### config.mk
export PLATFORM = sky130hd
export DESIGN_NAME = salu_arbiter_flat
export DESIGN_NICKNAME = d
export VERILOG_FILES = /design/src/rtl/salu_arbiter_if.sv /design/src/rtl/salu_arbiter.sv /design/src/flat_wrapper.sv
export SDC_FILE = /design/constraint.sdc
export NUM_CORES = 1
export LEC_CHECK = 0
export ABC_AREA = 1
export CAP_MARGIN = 20
export CORE_AREA = 2 2 111 113
export CTS_BUF_LIST = sky130_fd_sc_hd__clkbuf_8
export DETAILED_ROUTE_END_ITERATION = 6
export DIE_AREA = 0 0 113 115
export HOLD_SLACK_MARGIN = 0.1
export PLACE_DENSITY_LB_ADDON = 0.12
export SLEW_MARGIN = 40
export SYNTH_ARGS = -nofsm -noshare
export SYNTH_HDL_FRONTEND = slang
export SYNTH_SLANG_ARGS = --single-unit
### constraint.sdc
create_clock -name clk -period 2.1 [get_ports clk]
set_input_delay 0.63 -clock clk [delete_from_list [all_inputs] [get_ports clk]]
set_output_delay 0.63 -clock clk [all_outputs]
set_load 0.02 [all_outputs]
### src/rtl/salu_arbiter_if.sv
// Requester and ALU-side bundle for salu_arbiter; the arbiter takes the slave
// modport, the requesters/ALU environment takes the master modport.
interface salu_arbiter_if #(
  parameter int DATA_WIDTH = 32,
  parameter int NUM_REQ    = 2
);
  logic [NUM_REQ-1:0]                 req_valid_i;
  logic [NUM_REQ-1:0]                 req_ready_o;
  logic [NUM_REQ-1:0][DATA_WIDTH-1:0] req_rs1_i;
  logic [NUM_REQ-1:0][DATA_WIDTH-1:0] req_rs2_i;
  logic [NUM_REQ-1:0][3:0]            req_op_i;
  logic [NUM_REQ-1:0]                 rsp_valid_o;
  logic [NUM_REQ-1:0]                 rsp_ready_i;
  logic [DATA_WIDTH-1:0]              rsp_res_o;
  logic [2:0]                         rsp_flags_o;
  logic                               flush_i;
  logic [DATA_WIDTH-1:0]              alu_rs1_o;
  logic [DATA_WIDTH-1:0]              alu_rs2_o;
  logic [3:0]                         alu_op_o;
  logic [DATA_WIDTH-1:0]              alu_res_i;
  logic                               alu_zero_i;
  logic                               alu_neg_i;
  logic                               alu_ovf_i;

  modport slave (
    input  req_valid_i, req_rs1_i, req_rs2_i, req_op_i, rsp_ready_i, flush_i,
           alu_res_i, alu_zero_i, alu_neg_i, alu_ovf_i,
    output req_ready_o, rsp_valid_o, rsp_res_o, rsp_flags_o,
           alu_rs1_o, alu_rs2_o, alu_op_o
  );

  modport master (
    output req_valid_i, req_rs1_i, req_rs2_i, req_op_i, rsp_ready_i, flush_i,
           alu_res_i, alu_zero_i, alu_neg_i, alu_ovf_i,
    input  req_ready_o, rsp_valid_o, rsp_res_o, rsp_flags_o,
           alu_rs1_o, alu_rs2_o, alu_op_o
  );
endinterface

### src/rtl/salu_arbiter.sv
// Round-robin, one-op-in-flight arbiter sharing a registered scalar ALU between
// NUM_REQ requesters; captures the ALU result/flags and returns them to the owner.
module salu_arbiter #(
  parameter int DATA_WIDTH = 32,
  parameter int NUM_REQ    = 2
) (
  input  logic               clk,
  input  logic               rst_n,
  salu_arbiter_if.slave      bus
);

  localparam int IDX_W = (NUM_REQ > 1) ? $clog2(NUM_REQ) : 1;

  typedef enum logic [1:0] {IDLE, WAIT, RESP} state_t;

  state_t                state;
  state_t                state_next;
  logic [IDX_W-1:0]      owner;
  logic [IDX_W-1:0]      last_grant;
  logic [IDX_W-1:0]      grant;
  logic [NUM_REQ-1:0]    above_last;
  logic [NUM_REQ-1:0]    masked_valid;
  logic                  owner_ack;
  logic                  issue;
  logic [DATA_WIDTH-1:0] res_buf;
  logic [2:0]            flags_buf;

  // Requesters above last_grant take priority; otherwise wrap to the lowest index.
  always_comb begin
    above_last = '0;
    for (int i = 0; i < NUM_REQ; i++) begin
      above_last[i] = (IDX_W'(i) > last_grant);
    end
    masked_valid = bus.req_valid_i & above_last;
    grant = '0;
    for (int i = NUM_REQ - 1; i >= 0; i--) begin
      if (bus.req_valid_i[i]) grant = IDX_W'(i);
    end
    for (int i = NUM_REQ - 1; i >= 0; i--) begin
      if (masked_valid[i]) grant = IDX_W'(i);
    end
  end

  assign owner_ack = bus.rsp_ready_i[owner];

  // Reset gating keeps req_ready/alu_* at zero while rst_n is held low.
  assign issue = rst_n && !bus.flush_i && (|bus.req_valid_i) &&
                 ((state == IDLE) || ((state == RESP) && owner_ack));

  always_comb begin
    state_next = state;
    case (state)
      IDLE: if (issue) state_next = WAIT;
      WAIT: state_next = bus.flush_i ? IDLE : RESP;
      RESP: begin
        if (bus.flush_i)    state_next = IDLE;
        else if (owner_ack) state_next = issue ? WAIT : IDLE;
      end
      default: state_next = IDLE;
    endcase
  end

  always_comb begin
    bus.req_ready_o = '0;
    bus.rsp_valid_o = '0;
    bus.alu_rs1_o   = '0;
    bus.alu_rs2_o   = '0;
    bus.alu_op_o    = '0;
    if (issue) begin
      bus.req_ready_o[grant] = 1'b1;
      bus.alu_rs1_o          = bus.req_rs1_i[grant];
      bus.alu_rs2_o          = bus.req_rs2_i[grant];
      bus.alu_op_o           = bus.req_op_i[grant];
    end
    if ((state == RESP) && !bus.flush_i) begin
      bus.rsp_valid_o[owner] = 1'b1;
    end
  end

  always_ff @(posedge clk or negedge rst_n) begin
    if (!rst_n) state <= IDLE;
    else        state <= state_next;
  end

  // The ALU result is valid in WAIT, one cycle after the operands were issued.
  always_ff @(posedge clk or negedge rst_n) begin
    if (!rst_n) begin
      owner      <= '0;
      last_grant <= IDX_W'(NUM_REQ - 1);
      res_buf    <= '0;
      flags_buf  <= '0;
    end else begin
      if (issue) begin
        owner      <= grant;
        last_grant <= grant;
      end
      if ((state == WAIT) && !bus.flush_i) begin
        res_buf   <= bus.alu_res_i;
        flags_buf <= {bus.alu_ovf_i, bus.alu_neg_i, bus.alu_zero_i};
      end
    end
  end

  assign bus.rsp_res_o   = res_buf;
  assign bus.rsp_flags_o = flags_buf;

endmodule
### src/flat_wrapper.sv
// flat-port wrapper written by rule: the top's interface ports become plain ports
module salu_arbiter_flat 
#(
  parameter int DATA_WIDTH = 32,
  parameter int NUM_REQ    = 2
)
  (clk, rst_n, bus_req_valid_i, bus_req_rs1_i, bus_req_rs2_i, bus_req_op_i, bus_rsp_ready_i, bus_flush_i, bus_alu_res_i, bus_alu_zero_i, bus_alu_neg_i, bus_alu_ovf_i, bus_req_ready_o, bus_rsp_valid_o, bus_rsp_res_o, bus_rsp_flags_o, bus_alu_rs1_o, bus_alu_rs2_o, bus_alu_op_o);
  salu_arbiter_if #(.DATA_WIDTH(DATA_WIDTH), .NUM_REQ(NUM_REQ)) bus_i ();
  input  logic clk;
  input  logic rst_n;
  input wire logic [$bits(bus_i.req_valid_i)-1:0] bus_req_valid_i;
  input wire logic [$bits(bus_i.req_rs1_i)-1:0] bus_req_rs1_i;
  input wire logic [$bits(bus_i.req_rs2_i)-1:0] bus_req_rs2_i;
  input wire logic [$bits(bus_i.req_op_i)-1:0] bus_req_op_i;
  input wire logic [$bits(bus_i.rsp_ready_i)-1:0] bus_rsp_ready_i;
  input wire logic [$bits(bus_i.flush_i)-1:0] bus_flush_i;
  input wire logic [$bits(bus_i.alu_res_i)-1:0] bus_alu_res_i;
  input wire logic [$bits(bus_i.alu_zero_i)-1:0] bus_alu_zero_i;
  input wire logic [$bits(bus_i.alu_neg_i)-1:0] bus_alu_neg_i;
  input wire logic [$bits(bus_i.alu_ovf_i)-1:0] bus_alu_ovf_i;
  output wire logic [$bits(bus_i.req_ready_o)-1:0] bus_req_ready_o;
  output wire logic [$bits(bus_i.rsp_valid_o)-1:0] bus_rsp_valid_o;
  output wire logic [$bits(bus_i.rsp_res_o)-1:0] bus_rsp_res_o;
  output wire logic [$bits(bus_i.rsp_flags_o)-1:0] bus_rsp_flags_o;
  output wire logic [$bits(bus_i.alu_rs1_o)-1:0] bus_alu_rs1_o;
  output wire logic [$bits(bus_i.alu_rs2_o)-1:0] bus_alu_rs2_o;
  output wire logic [$bits(bus_i.alu_op_o)-1:0] bus_alu_op_o;
  assign bus_i.req_valid_i = bus_req_valid_i;
  assign bus_i.req_rs1_i = bus_req_rs1_i;
  assign bus_i.req_rs2_i = bus_req_rs2_i;
  assign bus_i.req_op_i = bus_req_op_i;
  assign bus_i.rsp_ready_i = bus_rsp_ready_i;
  assign bus_i.flush_i = bus_flush_i;
  assign bus_i.alu_res_i = bus_alu_res_i;
  assign bus_i.alu_zero_i = bus_alu_zero_i;
  assign bus_i.alu_neg_i = bus_alu_neg_i;
  assign bus_i.alu_ovf_i = bus_alu_ovf_i;
  assign bus_req_ready_o = bus_i.req_ready_o;
  assign bus_rsp_valid_o = bus_i.rsp_valid_o;
  assign bus_rsp_res_o = bus_i.rsp_res_o;
  assign bus_rsp_flags_o = bus_i.rsp_flags_o;
  assign bus_alu_rs1_o = bus_i.alu_rs1_o;
  assign bus_alu_rs2_o = bus_i.alu_rs2_o;
  assign bus_alu_op_o = bus_i.alu_op_o;
  salu_arbiter #(.DATA_WIDTH(DATA_WIDTH), .NUM_REQ(NUM_REQ)) u_core (.clk(clk), .rst_n(rst_n), .bus(bus_i));
endmodule
==> impl_metrics.toml <==
[pwr]
clkPwrFrac = 0.124
irDropWorstVdd_mv = 0.237
power_density_nw_per_um2 = 511
p_sw_w = 0.00144
swShare = 0.375
p_leak_nw = 3.91
p_comb_frac = 0.609
power_w = 0.00384
internal_power_w = 0.00240
seqPwrFrac = 0.267

[sta]
setup_violations = 70
period_share = 1.16
final.setup.tns_ps = -16940
slew_violations = 0
rsz0062_at_grt = "yes"
period_minus_slack_ps = 2430
fin_skew_ps = 5.68
tightest_slew_ps = 508
slew_headroom = 0.661
fmaxAchievable_mhz = 412
setup_ws_ps = -326
hold_viol = 0

[layout]
layout-drive-gt1-share = 0.345
final_area_um2 = 7520
finalNetCount = 1063
fill_cells = 1023
fin_cells = 1034
area_growth_syn_to_layout_pct = 150

[synthesis]
syn_avg_cell_area_um2 = 5.48
synthCells = 550
synth_nets = 728
ys_ff_latch = 39
syn-cell-area_um2 = 3010
synth-seq-area-share = 0.324
yosysWarnings = 0
yosysUniqueCellTypes = 15

[setup_path]
crit_path_start_kind = "primary input"
required_ps = 1470
path_class = "in -> out"
crit_fanout = 7
reg2regPathDepth = 9
startpoint = "bus_flush_i"
critPathArrivalTime_ps = 1800
critPathCapture = "bus_alu_rs1_o[16]"
cp-end-kind = "output pin"
r2r_end = "u_core.owner"
reg2reg_slack_ps = 610
r2r-start = "u_core.last_grant"

[floorplanning]
start_util = 0.255
die_h_um = 115
core_area_um2 = 11800
die_x_um = 113
die_area_um2 = 13000
ios = 285
rows = 40

[worst_hold_path]
worstHoldPathType = "reg -> reg"

[route]
drc = 9
via_per_inst = 4.45
dr.pass1.iters = 7
drtIter0Drc = 270
avgRoutedWirePerCell_um = 15.4
wirelength_um = 15900
dr_total_vias = 4605
antenna_left = 0

[global_route]
overflow = 0
antenna_found_initial = 2
grt_pass1_vias = 4541
grt_max_degree = 40
track_usage = 0.225
grt_pass1_wl_um = 23100

[placement]
dp_cells = 970
port_buffers = 284
post_dp_cell_area_um2 = 6070
dp_slack_ps = -1070
hpwl_um = 10300
routabilityCongestion = 0.888

[clock_tree]
clk_pin_slew_ps = 70
clock_latency_ps = 280
cts_htree_levels = 2
hold_buffers = 0
cts_buffer_depth = 2
cts.sinks = 39
tritoncts = "yes"
clk_root_buffer_cell = "clkbuf_8"
cts_buffers = 5

[status]
outcome = "finished with violations"
violations = "design-rule violations, negative setup slack"

[flow_run]
cap_violations = 0
## state kept, by name (all words and copies together) (netlist names)
| register | flops |
|---|---|
| u_core.state | 2 |
| u_core.bus.rsp_res_o | 32 |
| u_core.bus.rsp_flags_o | 3 |
| u_core.last_grant | 1 |
| u_core.owner | 1 |
## power groups by stage
stage               Combinational [W]  Sequential (W)  Clock, W
floorplan                    0.000570         0.00125         0
global placement              0.00172         0.00103         0
detailed placement            0.00174         0.00104         0
CTS                           0.00218         0.00103  0.000496
global route                  0.00250         0.00105  0.000537
finish                        0.00234         0.00103  0.000475
## layer usage
layer	global-route usage	routed length (um)	vias to the layer above	part of all wire
li1	-	-	2270	-
met1	0.238	5460	2089	0.34
met2	0.436	8440	200	0.53
met3	0.0590	1400	44	0.088
met4	0.0699	618	2	0.039
met5	0	13	-	0.00082
## kinds of logic after synthesis
family / after synthesis / synth area share
AOI/OAI and AO/OA: 1 / 0.00166
buffers and inverters: 108 / 0.151
DFF: 39 / 0.324
and+or+nand+nor: 402 / 0.523
## cell usage after synthesis (all sizes together)
| library cell | number | area [um^2] |
|---|---|---|
| nand2 | 287 | 1080 |
| inv | 77 | 289 |
| nor2 | 76 | 293 |
| nand3 | 39 | 200 |
| dfrtp | 38 | 951 |
| buf | 31 | 165 |
| dfstp | 1 | 26.3 |
| o21ai | 1 | 5.00 |
## area by class of cell
type | instances | area (um^2) | share of cell area
repair buffers | 359 | 3880 | 0.516
multi-input cells | 403 | 2090 | 0.278
flip-flops and latches | 39 | 977 | 0.130
inverters | 77 | 299 | 0.0398
well taps | 147 | 184 | 0.0245
clock buffers | 5 | 68.8 | 0.00915
clock inverters | 3 | 12.5 | 0.00166
diodes | 1 | 2.50 | 0.000333
## cell usage in the layout, fill, tap and decap left out
master / synthesis / final
inv_2: 1 / 24
nand2_2: 2 / 68
inv_8: 0 / 1
buf_6: 1 / 38
nand2_4: 0 / 25
dfstp_2: 1 / 1
clkdlybuf4s50_1: 0 / 206
nor2_4: 1 / 15
nor2_2: 0 / 9
diode_2: 0 / 1
inv_1: 76 / 53
buf_8: 0 / 6
nand3_4: 0 / 3
nor2_1: 75 / 52
buf_2: 27 / 7
buf_16: 0 / 13
buf_4: 2 / 71
nand3_1: 38 / 36
dfrtp_1: 38 / 38
o21ai_0: 1 / 1
clkbuf_16: 0 / 3
buf_12: 0 / 15
clkinv_2: 0 / 1
clkbuf_8: 0 / 5
inv_4: 0 / 1
nand2_1: 285 / 194
## repair_timing
action / in CTS / in global routing
setup endpoints to repair: 72 / 72
cloned: 17 / 3
gates resized for setup: 513 / 130
pin swaps: 23 / 56
setup buffers: 31 / 11
## metrics by stage
| step | hold slack (ps) | utilization |
|---|---|---|
| finish | 471 | 0.637 |
| global route | 494 | 0.637 |
| CTS | 473 | 0.600 |
| detailed placement | 456 | 0.514 |
| global placement | 453 | 0.514 |
| floorplan | 334 | - |
## worst min path at each step
stage / cells after the start / slack (ps) / end / from
2_1_floorplan: 0 / 330 / u_core.bus.rsp_flags_o[0] / rst_n
3_3_place_gp: 2 / 450 / u_core.bus.rsp_res_o[1] / u_core.bus.rsp_res_o[1]
3_5_place_dp: 2 / 460 / u_core.last_grant / u_core.last_grant
4_1_cts: 2 / 470 / u_core.last_grant / u_core.last_grant
5_1_grt: 2 / 490 / u_core.bus.rsp_flags_o[1] / u_core.bus.rsp_flags_o[1]
6_report: 2 / 470 / u_core.bus.rsp_res_o[25] / u_core.bus.rsp_res_o[25]
## critical path: stages
cell	delay, ps
buf_2	110
inv_2	50
nand2_2	60
nor2_4	100
nand3_4	110
buf_6	150
buf_16	130
buf_12	140
buf_6	110
nor2_4	70
buf_6	120
No activity file was read; power rests on OpenSTA's default activity.
